===== config.mk =====
export PLATFORM = sky130hd
export DESIGN_NAME = sr_cmd_sequencer
export DESIGN_NICKNAME = d
export VERILOG_FILES = /design/src/rtl/sr_seq_pkg.sv /design/src/rtl/sr_cmd_fifo.sv /design/src/rtl/sr_cmd_sequencer.sv
export SDC_FILE = /design/constraint.sdc
export NUM_CORES = 1
export LEC_CHECK = 0
export ABC_AREA = 1
export BUFFER_PORTS_ARGS = -buffer_cell sky130_fd_sc_hd__buf_2
export CAP_MARGIN = 5
export CORE_MARGIN = 2
export CORE_UTILIZATION = 35
export CTS_CLUSTER_DIAMETER = 30
export DETAILED_ROUTE_END_ITERATION = 10
export MAX_ROUTING_LAYER = met4
export SLEW_MARGIN = 20
export SYNTH_ARGS = -nofsm -noshare
export SYNTH_HDL_FRONTEND = slang
export SYNTH_HIERARCHICAL = 1
export SYNTH_SLANG_ARGS = --single-unit
export TNS_END_PERCENT = 10

===== constraint.sdc =====
create_clock -name clk -period 2.2 [get_ports clk]
set_input_delay 0.11 -clock clk [delete_from_list [all_inputs] [get_ports clk]]
set_output_delay 0.11 -clock clk [all_outputs]
set_load 0.01 [all_outputs]

===== src/rtl/sr_seq_pkg.sv =====
// Shared types for the SR command sequencer: command codes, FSM states and
// the mapping from a command code to the {x,y} drive codes of the downstream flop.
package sr_seq_pkg;

  typedef enum logic [1:0] {
    CMD_CLEAR = 2'b00,
    CMD_SET_Y = 2'b01,
    CMD_SET_X = 2'b10,
    CMD_HOLD  = 2'b11
  } cmd_code_e;

  typedef enum logic {
    ST_IDLE  = 1'b0,
    ST_DRIVE = 1'b1
  } seq_state_e;

  typedef struct packed {
    logic [1:0] x;
    logic [1:0] y;
  } xy_t;

  // 11/11 leaves the downstream flop unchanged; 00/00 clears it.
  localparam xy_t XY_IDLE  = '{x: 2'b11, y: 2'b11};
  localparam xy_t XY_RESET = '{x: 2'b00, y: 2'b00};

  function automatic xy_t code_to_xy(input cmd_code_e code);
    code_to_xy = XY_IDLE;
    unique case (code)
      CMD_CLEAR: code_to_xy = '{x: 2'b00, y: 2'b00};
      CMD_SET_Y: code_to_xy = '{x: 2'b00, y: 2'b01};
      CMD_SET_X: code_to_xy = '{x: 2'b01, y: 2'b00};
      CMD_HOLD:  code_to_xy = '{x: 2'b11, y: 2'b11};
    endcase
  endfunction

endpackage


===== src/rtl/sr_cmd_fifo.sv =====
// Synchronous command FIFO; registered storage so a pushed entry is visible
// at the head no earlier than the edge after the push.
module sr_cmd_fifo #(
  parameter int unsigned DEPTH = 4,
  parameter int unsigned WIDTH = 6
) (
  input  logic                       clk,
  input  logic                       rst,
  input  logic                       push,
  input  logic [WIDTH-1:0]           din,
  input  logic                       pop,
  output logic [WIDTH-1:0]           dout,
  output logic                       full,
  output logic                       empty,
  output logic [$clog2(DEPTH):0]     level
);

  localparam int unsigned AW = $clog2(DEPTH);
  localparam int unsigned LW = AW + 1;

  logic [WIDTH-1:0] mem [DEPTH];
  logic [AW-1:0]    wptr;
  logic [AW-1:0]    rptr;
  logic             do_push;
  logic             do_pop;

  // Fullness ignores a same-edge pop, so a push offered while full is dropped.
  assign full    = (level == LW'(DEPTH));
  assign empty   = (level == '0);
  assign do_push = push && !full;
  assign do_pop  = pop && !empty;
  assign dout    = mem[rptr];

  always_ff @(posedge clk) begin
    if (rst) begin
      wptr  <= '0;
      rptr  <= '0;
      level <= '0;
    end else begin
      if (do_push) wptr <= wptr + AW'(1);
      if (do_pop)  rptr <= rptr + AW'(1);
      unique case ({do_push, do_pop})
        2'b10:   level <= level + LW'(1);
        2'b01:   level <= level - LW'(1);
        default: level <= level;
      endcase
    end
  end

  always_ff @(posedge clk) begin
    if (do_push) mem[wptr] <= din;
  end

endmodule


===== src/rtl/sr_cmd_sequencer.sv =====
// Queues {code, dwell} commands and drives each code onto the downstream
// sr_ff x/y inputs for dwell+1 cycles, back-to-back when commands are queued.
module sr_cmd_sequencer
  import sr_seq_pkg::*;
#(
  parameter int unsigned DEPTH = 4,
  parameter int unsigned DW    = 4
) (
  input  logic                   clk,
  input  logic                   rst,
  input  logic                   cmd_valid,
  input  logic [1:0]             cmd_code,
  input  logic [DW-1:0]          cmd_dwell,
  output logic                   cmd_ready,
  output logic [1:0]             x,
  output logic [1:0]             y,
  output logic                   busy,
  output logic                   done,
  output logic [$clog2(DEPTH):0] level
);

  localparam int unsigned FW = 2 + DW;

  seq_state_e    state;
  seq_state_e    state_n;
  logic [DW-1:0] cnt;
  logic [DW-1:0] cnt_n;
  xy_t           xy;
  xy_t           xy_n;

  logic          pop;
  logic          full;
  logic          empty;
  logic [FW-1:0] head;
  cmd_code_e     head_code;
  logic [DW-1:0] head_dwell;

  sr_cmd_fifo #(
    .DEPTH (DEPTH),
    .WIDTH (FW)
  ) u_fifo (
    .clk   (clk),
    .rst   (rst),
    .push  (cmd_valid),
    .din   ({cmd_code, cmd_dwell}),
    .pop   (pop),
    .dout  (head),
    .full  (full),
    .empty (empty),
    .level (level)
  );

  assign head_code  = cmd_code_e'(head[FW-1:DW]);
  assign head_dwell = head[DW-1:0];

  assign cmd_ready = !full;
  assign busy      = (state == ST_DRIVE);
  assign done      = (state == ST_DRIVE) && (cnt == '0);
  assign x         = xy.x;
  assign y         = xy.y;

  always_ff @(posedge clk) begin
    if (rst) begin
      state <= ST_IDLE;
      cnt   <= '0;
      xy    <= XY_RESET;
    end else begin
      state <= state_n;
      cnt   <= cnt_n;
      xy    <= xy_n;
    end
  end

  always_comb begin
    state_n = state;
    cnt_n   = cnt;
    xy_n    = xy;
    pop     = 1'b0;
    unique case (state)
      ST_IDLE: begin
        if (!empty) begin
          pop     = 1'b1;
          xy_n    = code_to_xy(head_code);
          cnt_n   = head_dwell;
          state_n = ST_DRIVE;
        end else begin
          xy_n = XY_IDLE;
        end
      end
      ST_DRIVE: begin
        if (cnt != '0) begin
          cnt_n = cnt - DW'(1);
        end else if (!empty) begin
          // Reload straight from DRIVE so consecutive commands leave no idle gap.
          pop   = 1'b1;
          xy_n  = code_to_xy(head_code);
          cnt_n = head_dwell;
        end else begin
          xy_n    = XY_IDLE;
          state_n = ST_IDLE;
        end
      end
    endcase
  end

endmodule


Word level (Yosys, flattened, before mapping). Memories as Yosys holds them, arrays and structs flattened. A register that Yosys moved wholly into a read port is not among the register bits. Index checks and enable logic that the tools add are counted.

Flip-flop bits (word level): 16. Bits in writable memories: 24. Logic and storage cells: 48. Memories: 1.

Add/sub/neg operators: 5. Equal/unequal tests: 7. Mux-type cells: 17. Bitwise logic cells: 1. Reduce and logical (&&, ||, !) cells: 10.

Memories: u_fifo.mem (depth 4, width 6, read ports 1, clocked after memory_dff 1, wr ports 1, RTL line sr_cmd_fifo.sv:21) `logic [WIDTH-1:0] mem [DEPTH];`.

Operators with widths (count): $mux 4 (4); $pmux 4 s2 (2); $pmux 4 s4 (1); $eq 2x2->1 const B (3); $pmux 3 s2 (1); $mux 1 (5); $add 2x1->2 const B (2); $eq 2x1->1 const B (2); $logic_not 4->1 (1); $mux 2 (2); $pmux 1 s2 (2); $reduce_bool 4->1 (1); $sub 4x1->4 const B (1); $add 3x1->3 const B (1); $eq 3x3->1 const B (1); $logic_and 1x1->1 (3); $logic_not 3->1 (1); $sub 3x1->3 const B (1); $logic_not 1->1 (2); $logic_not 2->1 (1); $ne 2x2->1 const B (1); $reduce_bool 2->1 (1); $not 1->1 (1).

Logic depth before layout (Yosys ltp). Gate-level depths: netlist of the first run.

Depth after elaboration: 7. Gate-level depth with buffers: 17.

Modules after synthesis. Netlist of the first run, hierarchy kept.

By module, submodules not included: sr_cmd_fifo (instances 1, cells an instance 128, area each 1398.8 um2); sr_cmd_sequencer (instances 1, cells an instance 65, area each 436.7 um2).

Worst setup path before layout of the first run. No wires, ideal clock.

Kind: register to register. Start point: reg cnt[0]. End point: reg u_fifo.level[2]. Arrival: 1932 ps. Data required time: 2090 ps. Slack: 158 ps. Stages on the path, launching flop included: 18. Clock period less this slack: 2042 ps. Cell sequence: dfxtp_1 -> inv_1 -> ha_1 -> nand3_4 -> nand2_4 -> nand2_4 -> inv_1 -> inv_1 -> nor2_1 -> ha_1 -> inv_1 -> fa_1 -> inv_1 -> nand2_1 -> nand3_1 -> nand2_1 -> inv_1 -> nor2_1.

Cells in the longest elaborated chain, start to end: 6. Elaborated cells between the ends (all ways): 8. Classes of those cells: eq/ne (2); mux (3); reduce/logical (3).

Ends and longest elaborated chain: start, declared (RTL line sr_cmd_sequencer.sv:26) `logic [DW-1:0] cnt;`; start signal, assigned (RTL line sr_cmd_sequencer.sv:69) `cnt <= cnt_n;`; $reduce_bool 4->1 (*) (RTL line sr_cmd_sequencer.sv:91) `if (cnt != '0) begin`; $mux 1 (*) (RTL line sr_cmd_sequencer.sv:91); $pmux 1 s2 (*) (RTL line sr_cmd_sequencer.sv:79) `unique case (state)`; named net pop (RTL line sr_cmd_sequencer.sv:31) `logic pop;`; $logic_and 1x1->1 (*) (RTL line sr_cmd_fifo.sv:31) `assign do_pop = pop && !empty;`; named net u_fifo.do_pop (RTL line sr_cmd_fifo.sv:25) `logic do_pop;`; $eq 2x1->1 or $eq 2x2->1 (tied branches) (RTL line sr_cmd_fifo.sv:42) `unique case ({do_push, do_pop})`; $pmux 3 s2 or $reduce_bool 2->1 (tied branches); end signal, assigned (RTL line sr_cmd_fifo.sv:43) `2'b10: level <= level + LW'(1);`; end signal, assigned (RTL line sr_cmd_fifo.sv:44) `2'b01: level <= level - LW'(1);`; end signal, assigned (RTL line sr_cmd_fifo.sv:45) `default: level <= level;`; end, declared (RTL line sr_cmd_fifo.sv:15) `output logic [$clog2(DEPTH):0] level`.

The timed path passes the listed nets; every way through them passes the cells marked *. A chain may end at the register's enable or synchronous reset.

Final worst setup path of the first run.
Start point: reg cnt[1]. End point: reg u_fifo.level[2].

The elaborated chain is that of the path after synthesis.

==> impl_results.md, run 1 <==
- Pwr dens: 1302 nW/µm²
- Mapped Area: approximately 1800 µm²
- Critical path endpoint category: register
- Area of the multi-input gates: 655.6 µm²
- Post-synthesis adder-cell area fraction: 5.181%
- Max Slew Vio Count: 0
- Worst setup SP type: register
- Core area: 5075 µm²
- Placer Congestion: slightly above 0.8
- Number of synthesized flops with an enable pin: 24
- Slowest stage cell, crit path: fa_2
- Crit-path cells: inv_2 -> ha_4 -> nand3_4 -> nand2_4 -> nand2_4 -> inv_2 -> inv_1 -> nor2_2 -> ha_2 -> inv_1 -> fa_2 -> inv_1 -> nand2_1 -> nand3_1 -> nand2_1 -> inv_1 -> nor2_1
- Worst EP required: 2.40 ns
- Commonest non-fill, non-tap cells in the layout: nor2_1, edfxtp_1, inv_1, nand2_1, buf_2
- Top_reg_cell synth: edfxtp_1
- Antenna violations before repair: 0
- Worst endpoint data arrival time: 2.20 ns
- GRT Total Usage: 12.35%
- Main combinational cell family by area after synthesis: simple AND/OR/NAND/NOR gates
- DRC viols: 0
- Crit-path most repeated cell: inv_1
- Routed Antenna Nets: 0
- Hold WS: 0.01573 ns
- Setup ws final: 0.1960 ns
- Status: completed
- Mean Syn Cell Area: between 9 and 10 µm²
- Detailed Place HPWL: 2364 µm
- Syn nets: 209
- CP endpoint: u_fifo/level[2]
- Die height: 76.42 µm
- Overall power: 2.834 mW
- Leakage power: 0.9174 nW
- Final nets: 237
- Simple-gate share of the synthesized area: 18.06%
- Synth cell types: 22
- Worst Skew: 0.005560 ns
- Crit path launch: cnt[1]
- Buf+Inv Stages, Crit Path: 6
- I/O Buffers: 18
- Placed Area: 2013 µm²
- FILL cells: 499
- Async S/R FF share, synth: 0%
- DIE AREA: 5839 µm²
- Starting Density: 36.17%
- Count of state elements after synthesis: ~40
- WP depth: 17
- Number of max-cap violations: 0
- FP Rows: 26
- Largest net degree at the start of global routing: 15
- Synth warn: 6
- CTS Sinks: 41
- Share of post-route cells with drive strength above 1: between 20 and 30%
- First-pass GRT wire length: 5464 µm
- Relative slew slack: 59.32%
- Vias in the first global route: 1,147
- Vias per inst: 4.490
- Largest fanout on the critical path: 4
- Kind of critical path: register to register
- Worst-margin pin slew: 0.6080 ns
- Dpl ws: 0.08048 ns
- Clock Latency Late Sink: 0.29 ns
- VDD IR max: 0.3568 mV
- Setup TNS: 0 ns
- DRT Wirelength: 3374 µm
- Ports: 19
- Via count: about 1,300
- Min-delay src: rst
- Hold buffer count at CTS: 0
- Inserted Clock Buffers: 5
- Register area: 1065 µm²
- CTS tree: built
- R2R depth: 17
- FF-to-FF setup slack: 0.20 ns
- Clock Pin Slew Worst Setup and Hold Paths: about 0.08 ns
- Clk buf depth: 2
- Post-route cell area: 2177 µm²
- Syn-to-layout area delta: 18.61%
- Type of the worst min-delay path: input pin to register
- FMAX: 0.4990 GHz
- Min cycle time layout: 2.004 ns
- XOR/XNOR share of the synthesized area: 0%
- Capturing point of the worst reg2reg path: u_fifo/level[2]
- Compound-Gate Fraction of Synth Area: 10.97%
- Wire per inst: 11.55 µm
- RR Startpoint: cnt[1]
- Root buffer cell: clkbuf_8
- Die Width: 76.42 µm
- Post-Synthesis Cells: between 150 and 200
- CP max stage delay: around 0.36 ns
- Fin. Hold Viols: 0
- Most common cell after layout, fill and taps aside: nor2_1
- CP delay by family, top: adder cells
- Final Cycle Share: 91.09%
- Multiplexer share of the synthesized area: 0%
- H-tree depth: 2
- Grt ovf: 0
- DRT iter0 DRCs: 60
- Post-synthesis sequential area ratio: 57.81%
- Antenna cells: 0
- TritonRoute pass-1 iters: 5
- Final Setup Violations: 0
- RSZ-0062 raised after global routing: false
layout make-up:
class                           instances  area share, %
Clock inverter                          3          2.126
Multi-Input combinational cell        118          30.11
Sequential cell                        41          48.91
Clock buffer                            5          3.161
Timing Repair Buffer                   24          6.207
Inverter                               31          5.460
Tap cell                               70          4.023
flip-flops by register name, summed over array words and instances (netlist names), named ones only:
register      flops
x                 2
u_fifo/level      3
busy              1
u_fifo/mem       24
u_fifo/rptr       2
u_fifo/wptr       2
cnt               4
y                 1
worst reg2reg max path, stage by stage (launching register included):
cell	delay (ns)
dfxtp_2	0.33
inv_2	0.07
ha_4	0.15
nand3_4	0.10
nand2_4	0.08
nand2_4	0.05
inv_2	0.06
inv_1	0.04
nor2_2	0.08
ha_2	0.18
inv_1	0.06
fa_2	0.36
inv_1	0.06
nand2_1	0.06
nand3_1	0.08
nand2_1	0.06
inv_1	0.05
nor2_1	0.04
timing repair:
action	in CTS	in global routing
setup endpoints to repair	0	1
setup buffers	0	2
gates resized for setup	0	13
logic make-up (layout without fill, tap and decap cells):
| family | count (synthesis) | count (layout) |
|---|---|---|
| and+or+nand+nor | 73 | 73 |
| AOI/OAI and AO/OA | 38 | 38 |
| adders and majority gates | 7 | 7 |
| buffers and inverters | 34 | 63 |
| DFF | 41 | 41 |
Yosys cell counts, types with 6 or more instances:
master / instances / area (µm²)
a21oi_1: 9 / 45.04
dfxtp_1: 17 / 340.3
edfxtp_1: 24 / 720.7
ha_1: 6 / 75.07
inv_1: 24 / 90.09
inv_2: 7 / 26.28
nand2_1: 21 / 78.83
nand3_1: 6 / 30.03
nor2_1: 38 / 142.6
o21ai_0: 15 / 75.07
o21ai_1: 7 / 35.03
o22ai_1: 6 / 37.54
layer usage:
metal / vias to the layer above / GRT usage (%) / wire (µm)
li1: 688 / - / -
met1: 592 / 16.19 / 1662
met4: 0 / 4.364 / 47
met5: - / - / 0
met3: 5 / 4.147 / 143
met2: 26 / 17.88 / 1521
how the worst min path moves through the flow:
stage,to,cells after the start
final,x[1],2
after global routing,x[1],2
after detailed placement,x[1],2
after CTS,x[1],2
after global placement,x[1],2
after floorplan,busy,1
where the power goes:
| part | switching, mW | internal (mW) | total, mW |
|---|---|---|---|
| sequential | 0.105 | 0.976 | 1.08 |
| combinational | 0.693 | 0.448 | 1.14 |
| clock | 0.273 | 0.340 | 0.613 |
| total | 1.07 | 1.76 | 2.83 |
per-stage QoR:
step,std cells,util [%]
CTS,290,41.94
detailed placement,282,39.67
global placement,282,39.67
floorplan,193,-
finish,292,42.90
global route,292,42.90
No activity file was read; power rests on OpenSTA's default activity.
==> run 2: changes to the inputs <==
Settings changed: CORE_ASPECT_RATIO from default to 0.5.
==> impl_results.md, run 2 (synthesis gave the netlist of run 1 again) <==
- Most common cell after layout, fill and taps aside: nor2_1
- Largest reg by FF count: u_fifo/mem
- Antenna violations before repair: 0 (unchanged)
- Slowest stage cell, crit path: fa_2
- Antenna cells: 0 (unchanged)
- Vias per inst: 4.538 (+1.1%)
- Die Width: 106.4 µm (+39%)
- Die height: 55.21 µm (-28%)
- Min cycle time layout: 1.993 ns (-0.01150 ns)
- Routed Antenna Nets: 0 (unchanged)
- Clock Pin Slew Worst Setup and Hold Paths: 0.08 ns (about the same)
- Share of post-route cells with drive strength above 1: 23.64% (-1.6 points)
- Worst Skew: 0.006304 ns (+0.0007441 ns)
- R2R depth: 17 (unchanged)
- Core area: 4977 µm² (-1.9%)
- DIE AREA: 5875 µm² (+0.61%)
- First-pass GRT wire length: 5506 µm (+0.77%)
- Setup ws final: 0.2075 ns (+0.01150 ns)
- Clock Latency Late Sink: 0.29 ns (about the same)
- GRT Total Usage: 12.40% (+0.054 points)
- I/O Buffers: 18 (unchanged)
- Max Slew Vio Count: 0 (unchanged)
- Crit-path most repeated cell: inv_1
- Setup TNS: 0 ns (unchanged)
- Syn-to-layout area delta: 15.54%
- Capturing point of the worst reg2reg path: u_fifo/level[2]
- Final nets: 235 (-0.84%)
- FILL cells: 490 (-1.8%)
- Vias in the first global route: 1,195 (+4.2%)
- Kind of critical path: register to register
- CP endpoint: u_fifo/level[2]
- Via count: 1,316 (+0.38%)
- Number of max-cap violations: 0 (unchanged)
- TritonRoute pass-1 iters: 4 (-1)
- Commonest non-fill, non-tap cells in the layout: nor2_1, edfxtp_1, inv_1, nand2_1, buf_2
- Status: completed
- Relative slew slack: 55.70% (-3.6 points)
- Fin. Hold Viols: 0 (unchanged)
- Final Setup Violations: 0 (unchanged)
- RR Startpoint: cnt[0]
- Crit-path cells: inv_2 -> ha_4 -> nand3_4 -> nand2_4 -> nand2_4 -> inv_2 -> inv_1 -> nor2_2 -> ha_2 -> inv_1 -> fa_2 -> inv_1 -> nand2_1 -> nand3_1 -> nand2_1 -> inv_1 -> nor2_1
- CP max stage delay: 0.34 ns (-0.02 ns)
- Wire per inst: 11.52 µm (-0.30%)
- CTS tree: built
- FP Rows: 18 (-31%)
- Critical path endpoint category: register
- Crit path launch: cnt[0]
- Inserted Clock Buffers: 5 (unchanged)
- DRT iter0 DRCs: 36 (-40%)
- VDD IR max: 0.4989 mV (+40%)
- Clk buf depth: 2 (unchanged)
- Leakage power: 0.8964 nW (-2.3%)
- Root buffer cell: clkbuf_8
- Placer Congestion: 0.7846 (-3.4%)
- Ports: 19 (unchanged)
- Type of the worst min-delay path: input pin to register
- Pwr dens: 1256 nW/µm² (-3.5%)
- RSZ-0062 raised after global routing: false
- Detailed Place HPWL: 2402 µm (+1.6%)
- Starting Density: 36.88% (+0.71 points)
- Largest net degree at the start of global routing: 14 (-1)
- H-tree depth: 2 (unchanged)
- Worst-margin pin slew: 0.6621 ns (+0.05406 ns)
- Largest fanout on the critical path: 5 (+1)
- Dpl ws: 0.009509 ns (-0.07097 ns)
- Worst setup SP type: register
- Grt ovf: 0 (unchanged)
- Worst EP required: 2.40 ns (about the same)
- Worst endpoint data arrival time: 2.19 ns (about the same)
- DRT Wirelength: 3341 µm (-0.98%)
- CTS Sinks: 41 (unchanged)
- FMAX: 0.5019 GHz (+0.58%)
- DRC viols: 0 (unchanged)
- Largest regs: u_fifo/mem: 24 flops, cnt: 4 flops, u_fifo/level: 3 flops
- Final Cycle Share: 90.57% (-0.52 points)
- Max FFs per register: 24 (unchanged)
- FF-to-FF setup slack: 0.21 ns (about the same)
==> run 2: how the worst min path moves through the flow <==
stage          start    to  slack, ns  cells past startpoint
2_1_floorplan    rst  busy       0.18                      1
3_3_place_gp     rst  busy       0.31                      2
3_5_place_dp     rst  x[1]       0.32                      2
4_1_cts          rst  x[1]       0.01                      2
5_1_grt          rst  x[1]       0.02                      2
6_report         rst  x[1]       0.02                      2
==> run 2: area by class of cell <==
class / count / area, µm² / share of cell area (%)
timing repair buffer: 22 / 120.1 / 5.664
clock buffer: 6 / 72.57 / 3.422
tap: 70 / 87.58 / 4.130
inverter: 31 / 118.9 / 5.605
multi-input combinational: 118 / 648.1 / 30.56
clock inverter: 2 / 10.01 / 0.4720
sequential: 41 / 1064 / 50.15
==> run 2: per-layer routing <==
layer | vias up | share of wire (%) | track usage [%]
met2 | 22 | 42 | 17.31
met4 | 0 | 1.3 | 4.453
met1 | 605 | 52 | 17.08
li1 | 683 | - | -
met5 | - | 0 | -
met3 | 6 | 4.1 | 3.778
==> run 2: metrics by stage <==
stage	utilization [%]	instances	hold WS, ns	power [mW]	instance area (µm²)
finish	42.61	290	0.02160	2.663	2121
detailed placement	40.30	281	0.3196	2.147	2006
global route	42.61	290	0.02088	2.899	2121
global placement	40.30	281	0.3129	2.115	2006
floorplan	-	193	0.1791	1.855	1836
CTS	42.01	289	0.01097	2.619	2091
==> run 2: worst max-delay path: cells and delay by family, from the launching register on <==
family | cells | cell delay [ns]
AND/OR/NAND/NOR | 8 | 0.55
buffers and inverters | 6 | 0.36
flip-flops | 1 | 0.31
adder cells (fa/ha/maj) | 3 | 0.69
==> run 2: timing repair <==
| action | in CTS | in global routing |
|---|---|---|
| endpoints found under the setup margin | 1 | 1 |
| gates cloned | 0 | 0 |
| hold buffers | 0 | 0 |
| setup buffers | 0 | 1 |
| gates resized for setup | 1 | 10 |
| pin swaps | 0 | 1 |
==> run 2: power breakdown <==
part | leakage [nW] | internal, mW | total (mW) | switching [mW]
combinational | 0.490 | 0.434 | 1.12 | 0.686
clock | 0.0450 | 0.220 | 0.467 | 0.247
sequential | 0.362 | 0.975 | 1.08 | 0.102
